### src/rtl/lu_rr_arbiter.sv
// Purpose : shares one registered bitwise logic unit between two requesters, choosing between them round-robin.
// Latency : the result is valid one cycle after the accepting edge (ack), so the minimum is one operation per 3 cycles.
// Backpr. : the result is held in WAIT until res_ready; requests that arrive while busy are not queued, so requesters keep req high.
//
// Ports:
//   clk, rst_n             clock, async active-low reset
//   req0/op0/a0/b0, ack0   requester 0 request bundle and one-cycle accept pulse
//   req1/op1/a1/b1, ack1   requester 1 request bundle and one-cycle accept pulse
//   res, res_id, res_valid result, owning requester, valid (valid/ready with res_ready)
//   busy                   high while an operation is in flight (EXEC or WAIT)
//
// Opcodes: 0 AND, 1 NAND, 2 OR, 3 NOR, 4 XOR, 5 XNOR, 6 NOT a, 7 NOT b.

module lu_rr_arbiter #(
    parameter int WIDTH = 4
) (
    input  logic             clk,
    input  logic             rst_n,
    input  logic             req0,
    input  logic [2:0]       op0,
    input  logic [WIDTH-1:0] a0,
    input  logic [WIDTH-1:0] b0,
    output logic             ack0,
    input  logic             req1,
    input  logic [2:0]       op1,
    input  logic [WIDTH-1:0] a1,
    input  logic [WIDTH-1:0] b1,
    output logic             ack1,
    output logic [WIDTH-1:0] res,
    output logic             res_id,
    output logic             res_valid,
    input  logic             res_ready,
    output logic             busy
);

    typedef enum logic [1:0] {
        S_IDLE = 2'd0,
        S_EXEC = 2'd1,
        S_WAIT = 2'd2
    } state_t;

    state_t           r_state;
    logic             r_last_id;
    logic [2:0]       r_op;
    logic [WIDTH-1:0] r_a;
    logic [WIDTH-1:0] r_b;
    logic             r_ack0;
    logic             r_ack1;
    logic [WIDTH-1:0] r_res;
    logic             r_res_id;
    logic             r_res_valid;
    logic             r_busy;

    logic             w_any_req;
    logic             w_winner;
    logic [2:0]       w_win_op;
    logic [WIDTH-1:0] w_win_a;
    logic [WIDTH-1:0] w_win_b;
    logic [WIDTH-1:0] w_lu_res;

    // On a tie the requester that was not served last wins. r_last_id
    // resets to 1, so requester 0 wins the first tie.
    assign w_any_req = req0 | req1;
    assign w_winner  = (req0 & req1) ? ~r_last_id : req1;
    assign w_win_op  = w_winner ? op1 : op0;
    assign w_win_a   = w_winner ? a1  : a0;
    assign w_win_b   = w_winner ? b1  : b0;

    // The logic unit works only on the latched operands, so changes to the
    // inputs after the accepting edge have no effect.
    always_comb begin
        w_lu_res = '0;
        case (r_op)
            3'd0:    w_lu_res = r_a & r_b;
            3'd1:    w_lu_res = ~(r_a & r_b);
            3'd2:    w_lu_res = r_a | r_b;
            3'd3:    w_lu_res = ~(r_a | r_b);
            3'd4:    w_lu_res = r_a ^ r_b;
            3'd5:    w_lu_res = ~(r_a ^ r_b);
            3'd6:    w_lu_res = ~r_a;
            default: w_lu_res = ~r_b;
        endcase
    end

    always_ff @(posedge clk or negedge rst_n) begin
        if (!rst_n) begin
            r_state     <= S_IDLE;
            r_last_id   <= 1'b1;
            r_op        <= 3'd0;
            r_a         <= '0;
            r_b         <= '0;
            r_ack0      <= 1'b0;
            r_ack1      <= 1'b0;
            r_res       <= '0;
            r_res_id    <= 1'b0;
            r_res_valid <= 1'b0;
            r_busy      <= 1'b0;
        end else begin
            case (r_state)
                S_IDLE: begin
                    if (w_any_req) begin
                        r_op     <= w_win_op;
                        r_a      <= w_win_a;
                        r_b      <= w_win_b;
                        r_res_id <= w_winner;
                        r_ack0   <= ~w_winner;
                        r_ack1   <= w_winner;
                        r_busy   <= 1'b1;
                        r_state  <= S_EXEC;
                    end
                end
                S_EXEC: begin
                    r_res       <= w_lu_res;
                    r_res_valid <= 1'b1;
                    r_ack0      <= 1'b0;
                    r_ack1      <= 1'b0;
                    r_state     <= S_WAIT;
                end
                S_WAIT: begin
                    // The round-robin pointer advances only when a result is
                    // delivered. An aborted operation does not count.
                    if (res_ready) begin
                        r_res_valid <= 1'b0;
                        r_last_id   <= r_res_id;
                        r_busy      <= 1'b0;
                        r_state     <= S_IDLE;
                    end
                end
                default: begin
                    r_state <= S_IDLE;
                end
            endcase
        end
    end

    assign ack0      = r_ack0;
    assign ack1      = r_ack1;
    assign res       = r_res;
    assign res_id    = r_res_id;
    assign res_valid = r_res_valid;
    assign busy      = r_busy;

endmodule
### config.mk
export PLATFORM = sky130hd
export DESIGN_NAME = lu_rr_arbiter
export DESIGN_NICKNAME = d
export VERILOG_FILES = /design/src/rtl/lu_rr_arbiter.sv
export SDC_FILE = /design/constraint.sdc
export NUM_CORES = 1
export LEC_CHECK = 0
export CORE_MARGIN = 2
export CORE_UTILIZATION = 35
export CTS_BUF_LIST = sky130_fd_sc_hd__clkbuf_16
export DETAILED_ROUTE_END_ITERATION = 6
export PLACE_DENSITY = 0.63
export SYNTH_ARGS = -nofsm -noshare
export SYNTH_HDL_FRONTEND = slang
export SYNTH_SLANG_ARGS = --single-unit
### constraint.sdc
create_clock -name clk -period 4.8 [get_ports clk]
set_input_delay 0.96 -clock clk [delete_from_list [all_inputs] [get_ports clk]]
set_output_delay 0.96 -clock clk [all_outputs]
set_load 0.005 [all_outputs]
# Yosys cells after proc, flatten, opt, wreduce, memory -nomap -nowiden
# Cells that the tools add are included.
[op_classes] muxes=16 bitwise=12 reduce_logical=11 eq_ne=10
[op_table] cell="$pmux W4 S7" count=1
[op_table] cell="$not A4 Y4" count=5
[op_table] cell="$reduce_and A2 Y1" count=5
[op_table] cell="$eq A3 B3 Y1 const B" count=3
[op_table] cell="$mux W4" count=2
[op_table] cell="$pmux W1 S2" count=4
[op_table] cell="$eq A3 B2 Y1 const B" count=2
[op_table] cell="$pmux W2 S3" count=1
[op_table] cell="$reduce_bool A2 Y1" count=3
[op_table] cell="$mux W1" count=5
[op_table] cell="$and A4 B4 Y4" count=1
[op_table] cell="$mux W2" count=2
[op_table] cell="$ne A2 B2 Y1 const B" count=2
[op_table] cell="$or A4 B4 Y4" count=1
[op_table] cell="$xor A4 B4 Y4" count=1
[op_table] cell="$eq A3 B1 Y1 const B" count=1
[op_table] cell="$logic_not A3 Y1" count=1
[op_table] cell="$mux W3" count=1
[op_table] cell="$reduce_and A3 Y1" count=1
[op_table] cell="$eq A2 B1 Y1 const B" count=1
[op_table] cell="$eq A2 B2 Y1 const B" count=1
[op_table] cell="$logic_not A2 Y1" count=1
[op_table] cell="$not A1 Y1" count=2
[op_table] cell="$and A1 B1 Y1" count=1
[op_table] cell="$or A1 B1 Y1" count=1
[word_totals] register_bits=23 output_inout_bits=9 input_bits=27

# Depth between registers and ports, before layout
# Gate-level depths: netlist (run 1).
[depth] word_depth=5 ltp_mapped=6

# Least setup slack after synthesis (run 1)
# Ideal clock, no wire load.
[synth_timing] kind="in2reg" startpoint="input req1" endpoint="register r_a[0]" arrival_time_ns=1.607 cell_stages=5 slack_ns=3.066 n_path_buf=1 t_required_ns=4.673 cell_sequence="nand2b_1 and3_4 buf_6 a222oi_1 inv_1"
[synth_between] elab_chain_len=3
[synth_rtl] element="start, declared" line_no="24" rtl="input logic req1,"
[synth_rtl] element="$and A1 B1 Y1" line_no="64" rtl="assign w_winner = (req0 & req1) ? ~r_last_id : req1;"
[synth_rtl] element="$mux W1" line_no="64"
[synth_rtl] element="$mux W4" line_no="66" rtl="assign w_win_a = w_winner ? a1 : a0;"
[synth_rtl] element="end signal, assigned" line_no="103" rtl="r_a <= w_win_a;"
[synth_rtl] element="end, declared" line_no="45" rtl="logic [WIDTH-1:0] r_a;"
# Several ways; a longest one is shown, not always the timed one.
# A chain may end at the register's enable or synchronous reset.

# Worst setup path after layout (run 1)
[layout_timing] startpoint="input req0" endpoint="register r_b[2]"
[layout_between] elab_chain_len=3
[layout_rtl] element="start, declared" line_no="19" rtl="input logic req0,"
[layout_rtl] element="$and A1 B1 Y1" line_no="64"
[layout_rtl] element="$mux W1" line_no="64"
[layout_rtl] element="$mux W4" line_no="67" rtl="assign w_win_b = w_winner ? b1 : b0;"
[layout_rtl] element="end signal, assigned" line_no="104" rtl="r_b <= w_win_b;"
[layout_rtl] element="end, declared" line_no="46" rtl="logic [WIDTH-1:0] r_b;"
# Several ways; a longest one is shown, not always the timed one.

==> metrics.txt, run 1 <==
crit path max-delay cell type=clkdlybuf4s50_1; sw power=0.0004354 W; Die W=66.40 um; top cell type's share of synthesized area=0.4040; row count=22; setup TNS=0 ps; DRT iter0 DRCs=76; dpl cells=a little over 200; Layout Utilization=0.4824; Final HPWL DP=around 2200 um; Syn Area/Cell=10.32 um2; WL/cell=14.13 um; Final Max Slew Viols=0; Congestion Overflow GR=0; crit-path max cell delay=510 ps; CP cell instances=clkdlybuf4s50_1 > nand2_1 > and3_1 > a222oi_1 > inv_1; largest cells by area after synthesis=dfrtp_1, a222oi_1, ha_1, inv_1, buf_6; sequential area share after synthesis=0.4233; num ports=36; Core Region=between 3000 and 4000 um2; final worst path period share=0.4372; die area=about 4400 um2; ys async rst share=1.000; Slew @ Worst Pin=about 1100 ps; Die Ht=66.40 um; Worst slew margin=0.2889; max-cap violation count=0; switching fraction of total power=0.3832; Int Pwr=~0.0007 W; static leakage=0.8062 nW; Post-synth EDFFs=0; drt drc=0; Gate power share=0.480; Final Power=0.001136 W; Inserted Clock Buffers=3; number of fill cells=372; share of total power in sequential cells=0.365; cts repair resizes=0; layout cells sized above 1=0.08589; clk sinks=23; data required time of the critical path=4930 ps; area leader, netlist=dfrtp_1; Critical Path AT=2230 ps; Crit Path Category=primary input to flip-flop; Clk pwr share=0.154; hold bufs inserted after CTS=0; Top FF cell, synth=dfrtp_1; first-pass GRT wire length=5175 um; NumNets Final=about 200; Initial Util=0.3694; synth warn=0; worst min-delay path category=flip-flop to flip-flop; final critical-path setup slack=approximately 2700 ps; area of the mapped netlist=1363 um2; Setup Buffers After CTS=0; Reg clk slew, reported paths=60 ps; status=finished clean; clock buffer depth=2; CTS tree=done; #FFs+latches synth=23; ANT nets after route=0; GRT Total Usage=0.1496; power per cell area=roughly 640 nW/um2; Root Driver=clkbuf_16; Placement Setup Slack=around 2400 ps; Final GP Congestion=0.7577; Mapped Cells=about 130; syn_nets=around 170; Vias/cell=5.256; Fin. Hold Viols=0; Non-Filler Instances=211; drt pass-1 iters=6; initial antenna violation count=0; H-tree levels=1; post-layout minimum cycle time=2098 ps; maximum vdd drop=261.0 uV; RSZ-0062 raised after global routing=no; Clock Skews=~1.9 ps; final setup fails=0; Buffers on Ports=35; Post-Route WL=2981 um; antenna cells=0; largest net degree at the start of global routing=24; startpoint types=primary input; CP Max Fanout=13; clock latency on the worst-skew pair=about 250 ps; Area Overhead vs Synth=30.58%; Worst Setup End Kind=flip-flop; synth unique cells=39; via count=1109; vias in the first global route=approximately 1200; f_max=476.6 MHz
metrics by stage:
step,instance area [um2],hold slack (ps)
2_1_floorplan,1363,468.1
3_3_place_gp,1700,467.4
3_5_place_dp,1700,473.0
4_1_cts,1779,494.8
5_1_grt,1779,511.6
6_report,1779,492.8
worst max-delay path, delay by kind of cell:
family | cells | cell delay, ps
AND/OR/NAND/NOR | 2 | 380
AO/OA/AOI/OAI | 1 | 300
buffers and inverters | 2 | 580
state kept, by name, summed over array words and instances, names as in the netlist:
name / cells
r_a: 4
busy: 1
ack1: 1
res_valid: 1
r_state: 2
r_b: 4
ack0: 1
res: 4
r_last_id: 1
res_id: 1
r_op: 3
cells in the mapped netlist (2+ instances only):
| cell type | instances |
|---|---|
| xnor2_1 | 3 |
| a21oi_1 | 4 |
| dfrtp_1 | 22 |
| o21ai_0 | 2 |
| o21ai_1 | 2 |
| inv_1 | 21 |
| nand2_1 | 10 |
| nand2b_1 | 6 |
| o211ai_1 | 2 |
| o221ai_2 | 2 |
| mux2_2 | 2 |
| a31oi_1 | 2 |
| a222oi_1 | 11 |
| nand3b_1 | 2 |
| mux2i_1 | 3 |
| a31o_2 | 2 |
| ha_1 | 8 |
| nand3_1 | 2 |
| o2111ai_1 | 2 |
| buf_6 | 5 |
power by group through the flow:
stage                     sequential (W)  combinational [W]  clock [W]
after floorplan                 0.000362           0.000455          0
after global placement          0.000414           0.000526          0
after detailed placement        0.000418           0.000549          0
after CTS                       0.000415           0.000553   0.000181
after global routing            0.000434           0.000618   0.000190
final                           0.000415           0.000546   0.000175
metal layers:
metal	track usage	vias to the layer above	routed length, um
met5	0	-	0
met4	0.02806	0	11
met3	0.02044	2	82
met2	0.2738	19	1535
met1	0.1866	553	1352
li1	-	535	-
logic make-up after synthesis:
kind of cell	Yosys count	synth area share
adder cells (fa/ha/maj)	8	0.07346
buffers and inverters	30	0.1139
XOR/XNOR	3	0.01929
multiplexers	6	0.04683
AND/OR/NAND/NOR	29	0.1203
AO/OA/AOI/OAI	33	0.2029
flip-flops	23	0.4233
final timing paths:
path | start | end | slack, ps | depth (start not counted)
min in group asynchronous | rst_n | res_id | 1290 | 1
max | req0 | r_b[2] | 2700 | 5
max reg2reg | r_op[2] | res[0] | 3030 | 4
max in group asynchronous | rst_n | res[2] | 2870 | 1
min | res[3] | res[3] | 490 | 2
min reg2reg | res[3] | res[3] | 490 | 2
cells in the final DEF (no fill, tap or decap), types with 3 or more instances in the layout:
cell             Yosys  final
inv_1               21     22
nand2b_1             6      6
nand2_1             10     10
clkbuf_16            0      3
ha_1                 8      8
a21oi_1              4      4
xnor2_1              3      3
dfrtp_1             22     22
mux2i_1              3      3
clkdlybuf4s50_1      0     35
a222oi_1            11     11
final cells by class:
type / count / area, um2 / share of cell area
well taps: 48 / 60.06 / 0.03376
repair buffers: 35 / 350.3 / 0.1969
inverters: 22 / 82.58 / 0.04641
flip-flops and latches: 23 / 576.8 / 0.3242
multi-input cells: 79 / 630.6 / 0.3544
clock inverters: 1 / 3.754 / 0.002110
clock buffers: 3 / 75.07 / 0.04219
Power figures use the tool's default switching activity.
==> run 2, diff against run 1 <==
==> constraint.sdc (replaced) <==
create_clock -name clk -period 2.1 [get_ports clk]
set_input_delay 0.42 -clock clk [delete_from_list [all_inputs] [get_ports clk]]
set_output_delay 0.42 -clock clk [all_outputs]
set_load 0.005 [all_outputs]
==> metrics.txt, run 2 (synthesis results as in run 1) <==
GRT Total Usage=0.1602; row count=22; num ports=36; drt pass-1 iters=7; Buffers on Ports=35; startpoint types=flip-flop; static leakage=0.8252 nW; NumNets Final=203; WL/cell=~14 um; Area Overhead vs Synth=32.78%; CTS tree=done; Congestion Overflow GR=0; Final HPWL DP=between 2000 and 2500 um; clock latency on the worst-skew pair=260 ps; commonest non-fill, non-tap cells in the layout=clkdlybuf4s50_1, inv_1, dfrtp_1; Post-Route WL=3047 um; commonest non-fill, non-tap cell in the layout=clkdlybuf4s50_1; data required time of the critical path=approximately 2200 ps; register area=576.8 um2; Critical Path AT=1830 ps; CP Max Fanout=4; Multi-input gate area=630.6 um2; final setup fails=0; Final Max Slew Viols=0; H-tree levels=1; clk sinks=23; DRT iter0 DRCs=93; worst min-delay path category=primary input to asynchronous set/reset pin; Fin. Hold Viols=0; post-layout minimum cycle time=1684 ps; cts repair resizes=0; Setup Buffers After CTS=0; clock buffer depth=2; Final GP Congestion=0.7707; Reg clk slew, reported paths=roughly 60 ps; die area=4408 um2; drt drc=0; f_max=roughly 590 MHz; hold bufs inserted after CTS=0; final critical-path setup slack=415.5 ps; final worst path period share=0.8021; Core Region=between 3000 and 4000 um2; dpl cells=211; power per cell area=1467 nW/um2; largest net degree at the start of global routing=15; Die Ht=66.40 um; Vias/cell=5.209; Worst slew margin=0.6828; first-pass GRT wire length=5388 um; Clock Skews=2.452 ps; Crit Path Category=flip-flop to flip-flop; layout cells sized above 1=0.1078; max-cap violation count=0; via count=~1100; Worst Setup End Kind=flip-flop; Inserted Clock Buffers=3; number of fill cells=356; Slew @ Worst Pin=475.8 ps; status=finished clean; setup TNS=0 ps; vias in the first global route=about 1200; antenna cells=0; initial antenna violation count=0; ANT nets after route=0; Non-Filler Instances=approximately 220; maximum vdd drop=537.8 uV; RSZ-0062 raised after global routing=no; Initial Util=0.3694; Placement Setup Slack=roughly 250 ps; Root Driver=clkbuf_16; Die W=66.40 um
## run 2: cell count changes in the layout (fill, tap and decap cells not counted)
cell   change
buf_4      +4
## run 2: power by group
| part | total (W) | leakage (nW) | switching, W | internal (W) |
|---|---|---|---|---|
| registers | 0.000918 | 0.280 | 0.000251 | 0.000667 |
| logic | 0.00133 | 0.503 | 0.000609 | 0.000720 |
| clock network | 0.000408 | 0.0423 | 0.000153 | 0.000254 |
## run 2: through the flow
stage / util / hold WS (ps) / total power, W / cell area [um2]
after floorplan: - / 124.4 / 0.001868 / 1363
after global placement: 0.4691 / 464.4 / 0.002188 / 1730
after detailed placement: 0.4691 / 481.7 / 0.002257 / 1730
after CTS: 0.4905 / 495.4 / 0.002687 / 1809
after global routing: 0.4905 / 518.7 / 0.002913 / 1809
final: 0.4905 / 475.6 / 0.002655 / 1809
## run 2: cell type report
cell class / count / share of cell area
clock buffer: 3 / 0.04149
inverter: 22 / 0.04564
clock inverter: 1 / 0.002075
tap: 48 / 0.03319
sequential: 23 / 0.3188
multi-input combinational: 79 / 0.3485
timing repair buffer: 39 / 0.2102
## run 2: worst max-delay path, stage by stage (launching register included)
cell	delay, ps
dfrtp_1	430
inv_1	70
ha_1	290
mux2_2	260
o211ai_1	160
o2111ai_1	150
a22o_1	210
## run 2: metal layers
| metal | routed length, um | vias to the layer above | share of wire | global-route usage |
|---|---|---|---|---|
| met1 | 1333 | 548 | 0.44 | 0.1936 |
| li1 | - | 543 | - | - |
| met2 | 1587 | 27 | 0.52 | 0.2800 |
| met4 | 13 | 0 | 0.0043 | 0.06378 |
| met3 | 112 | 2 | 0.037 | 0.02726 |
| met5 | 0 | - | 0 | 0 |
## run 2: final timing paths
check | startpoint | endpoint | slack (ps) | cells after the start
worst max-delay path | r_b[0] | res[0] | 420 | 6
worst min-delay path | rst_n | ack1 | 480 | 1
worst max register to register | r_b[0] | res[0] | 420 | 6
worst min register to register | busy | busy | 490 | 2
max in group asynchronous | rst_n | res[2] | 1080 | 2
min in group clk | busy | busy | 490 | 2
==> run 3, diff against run 2 <==
--- a/config.mk
+++ b/config.mk
@@ -9,7 +9,7 @@
 export CORE_UTILIZATION = 35
 export CTS_BUF_LIST = sky130_fd_sc_hd__clkbuf_16
 export DETAILED_ROUTE_END_ITERATION = 6
-export PLACE_DENSITY = 0.63
+export PLACE_DENSITY = 0.65
 export SYNTH_ARGS = -nofsm -noshare
 export SYNTH_HDL_FRONTEND = slang
 export SYNTH_SLANG_ARGS = --single-unit
==> constraint.sdc (replaced) <==
create_clock -name clk -period 1.5 [get_ports clk]
set_input_delay 0.3 -clock clk [delete_from_list [all_inputs] [get_ports clk]]
set_output_delay 0.3 -clock clk [all_outputs]
set_load 0.005 [all_outputs]
==> metrics.txt, run 3 (synthesis results as in run 1) <==
Int Pwr=0.002618 W; switching fraction of total power=0.3744; Crit Path Category=flip-flop to flip-flop; CP cell instances=inv_2 > ha_4 > mux2_4 > o211ai_1 > o2111ai_1 > a22o_1; sw power=0.001567 W; data required time of the critical path=1650 ps; crit path max-delay cell type=dfrtp_2; worst min-delay path category=primary input to asynchronous set/reset pin; Register-to-Register Path Depth=6; FF-to-FF End=res[0]; initial antenna violation count=0; final setup fails=1; vias in the first global route=1314; failing checks=negative setup slack; share of total power in sequential cells=0.295; final worst path period share=1.068; status=complete, but fails checks; Critical Path AT=approximately 1800 ps; largest net degree at the start of global routing=24; Inserted Clock Buffers=3; Vias/cell=5.299; worst hold slack=slightly below 400 ps; final critical-path setup slack=-101.3 ps; CP Max Fanout=3; Core Region=3689 um2; static leakage=0.9046 nW; Worst Setup End Kind=flip-flop; NumNets Final=219; post-layout minimum cycle time=roughly 1600 ps; via count=1224; Slew @ Worst Pin=409.4 ps; Initial Util=0.3694; Area after DPL=between 1500 and 2000 um2; max-cap violation count=0; clock latency on the worst-skew pair=260 ps; maximum vdd drop=956.9 uV; Congestion Overflow GR=0; commonest non-fill, non-tap cell in the layout=clkdlybuf4s50_1; reg2reg setup slack=-100 ps; num ports=36; commonest non-fill, non-tap cells in the layout=clkdlybuf4s50_1, dfrtp_1, inv_1; die area=4408 um2; crit-path max cell delay=440 ps; Final HPWL DP=2553 um; Bufs and invs on worst path=1; launching point of the worst reg2reg path=r_a[0]; DRT iter0 DRCs=58; Fin. Hold Viols=0; startpoint types=flip-flop; antenna cells=0; CTS tree=done; GRT Total Usage=0.1719; Worst slew margin=0.7271; CP top delay family=compound AO/OA/AOI/OAI gates; Die W=66.40 um; RSZ-0062 raised after global routing=yes; Final Max Slew Viols=0; Clock Skews=4.980 ps; Buffers on Ports=35; Post-Route WL=3427 um; WL/cell=approximately 15 um; ANT nets after route=0; Final Power=0.004186 W; H-tree levels=1; row count=22; Gate power share=0.565; Area Overhead vs Synth=44.44%; drt pass-1 iters=7; Reg clk slew, reported paths=60 ps; clock buffer depth=2; Root Driver=clkbuf_16; Die Ht=66.40 um; layout cells sized above 1=0.2186; first-pass GRT wire length=5830 um; Clk pwr share=0.139; power per cell area=2127 nW/um2; f_max=624.5 MHz; drt drc=0; Final GP Congestion=roughly 0.74; clk sinks=23; post-route cell area=1968 um2
## run 3: cell count changes in the layout (fill, tap and decap cells not counted), sizes merged
| cell | delta |
|---|---|
| buf | +16 |
## run 3: how the worst max path moves through the flow
stage,start,end,slack [ps],cells after the start
floorplan,r_a[0],res[0],-10,6
detailed placement,req0,r_b[2],-220,5
CTS,r_a[0],res[0],-70,6
global placement,req0,r_b[3],-160,5
global route,r_a[0],res[0],-150,6
finish,r_a[0],res[0],-100,6
## run 3: through the flow
stage	worst slack (ps)	cells	setup TNS [ps]	utilization
2_1_floorplan	-10.16	132	-10.16	-
3_3_place_gp	-158.8	218	-1671	0.4834
3_5_place_dp	-222.2	218	-2443	0.4834
4_1_cts	-68.97	229	-68.97	0.5282
5_1_grt	-150.8	231	-160.5	0.5336
6_report	-101.3	231	-101.3	0.5336
## run 3: cell type report
type | instances | area (um2)
clock buffers | 3 | 75.07
clock inverters | 1 | 3.754
fillers | 352 | 1720
inverters | 22 | 82.58
multi-input cells | 79 | 664.4
flip-flops and latches | 23 | 578.1
well taps | 48 | 60.06
repair buffers | 55 | 504.2
## run 3: power by group through the flow
stage,Sequential [W],Combinational (W),Clock [W]
floorplan,0.00116,0.00146,0
global placement,0.00121,0.00196,0
detailed placement,0.00124,0.00207,0
CTS,0.00124,0.00231,0.000584
global route,0.00129,0.00263,0.000609
finish,0.00124,0.00237,0.000583
## run 3: timing repair
action / 4_1_cts / 5_1_grt
gates resized for setup: 8 / 2
endpoints found under the setup margin: 1 / 10
pin swaps: 4 / 5
gates cloned: 0 / 0
hold buffers: 0 / 0
buffers inserted: 7 / 2
## run 3: routing by layer
metal | GRT usage | up-vias | wire, um
met5 | 0 | - | 0
met4 | 0.05612 | 0 | 44
met3 | 0.03748 | 7 | 178
met2 | 0.2975 | 50 | 1776
met1 | 0.2105 | 588 | 1428
li1 | - | 579 | -
## run 3: worst reg2reg max path: stages, from the launching register on
cell       delay [ps]
dfrtp_2           440
inv_2              80
ha_4              190
mux2_4            260
o211ai_1          170
o2111ai_1         140
a22o_1            200
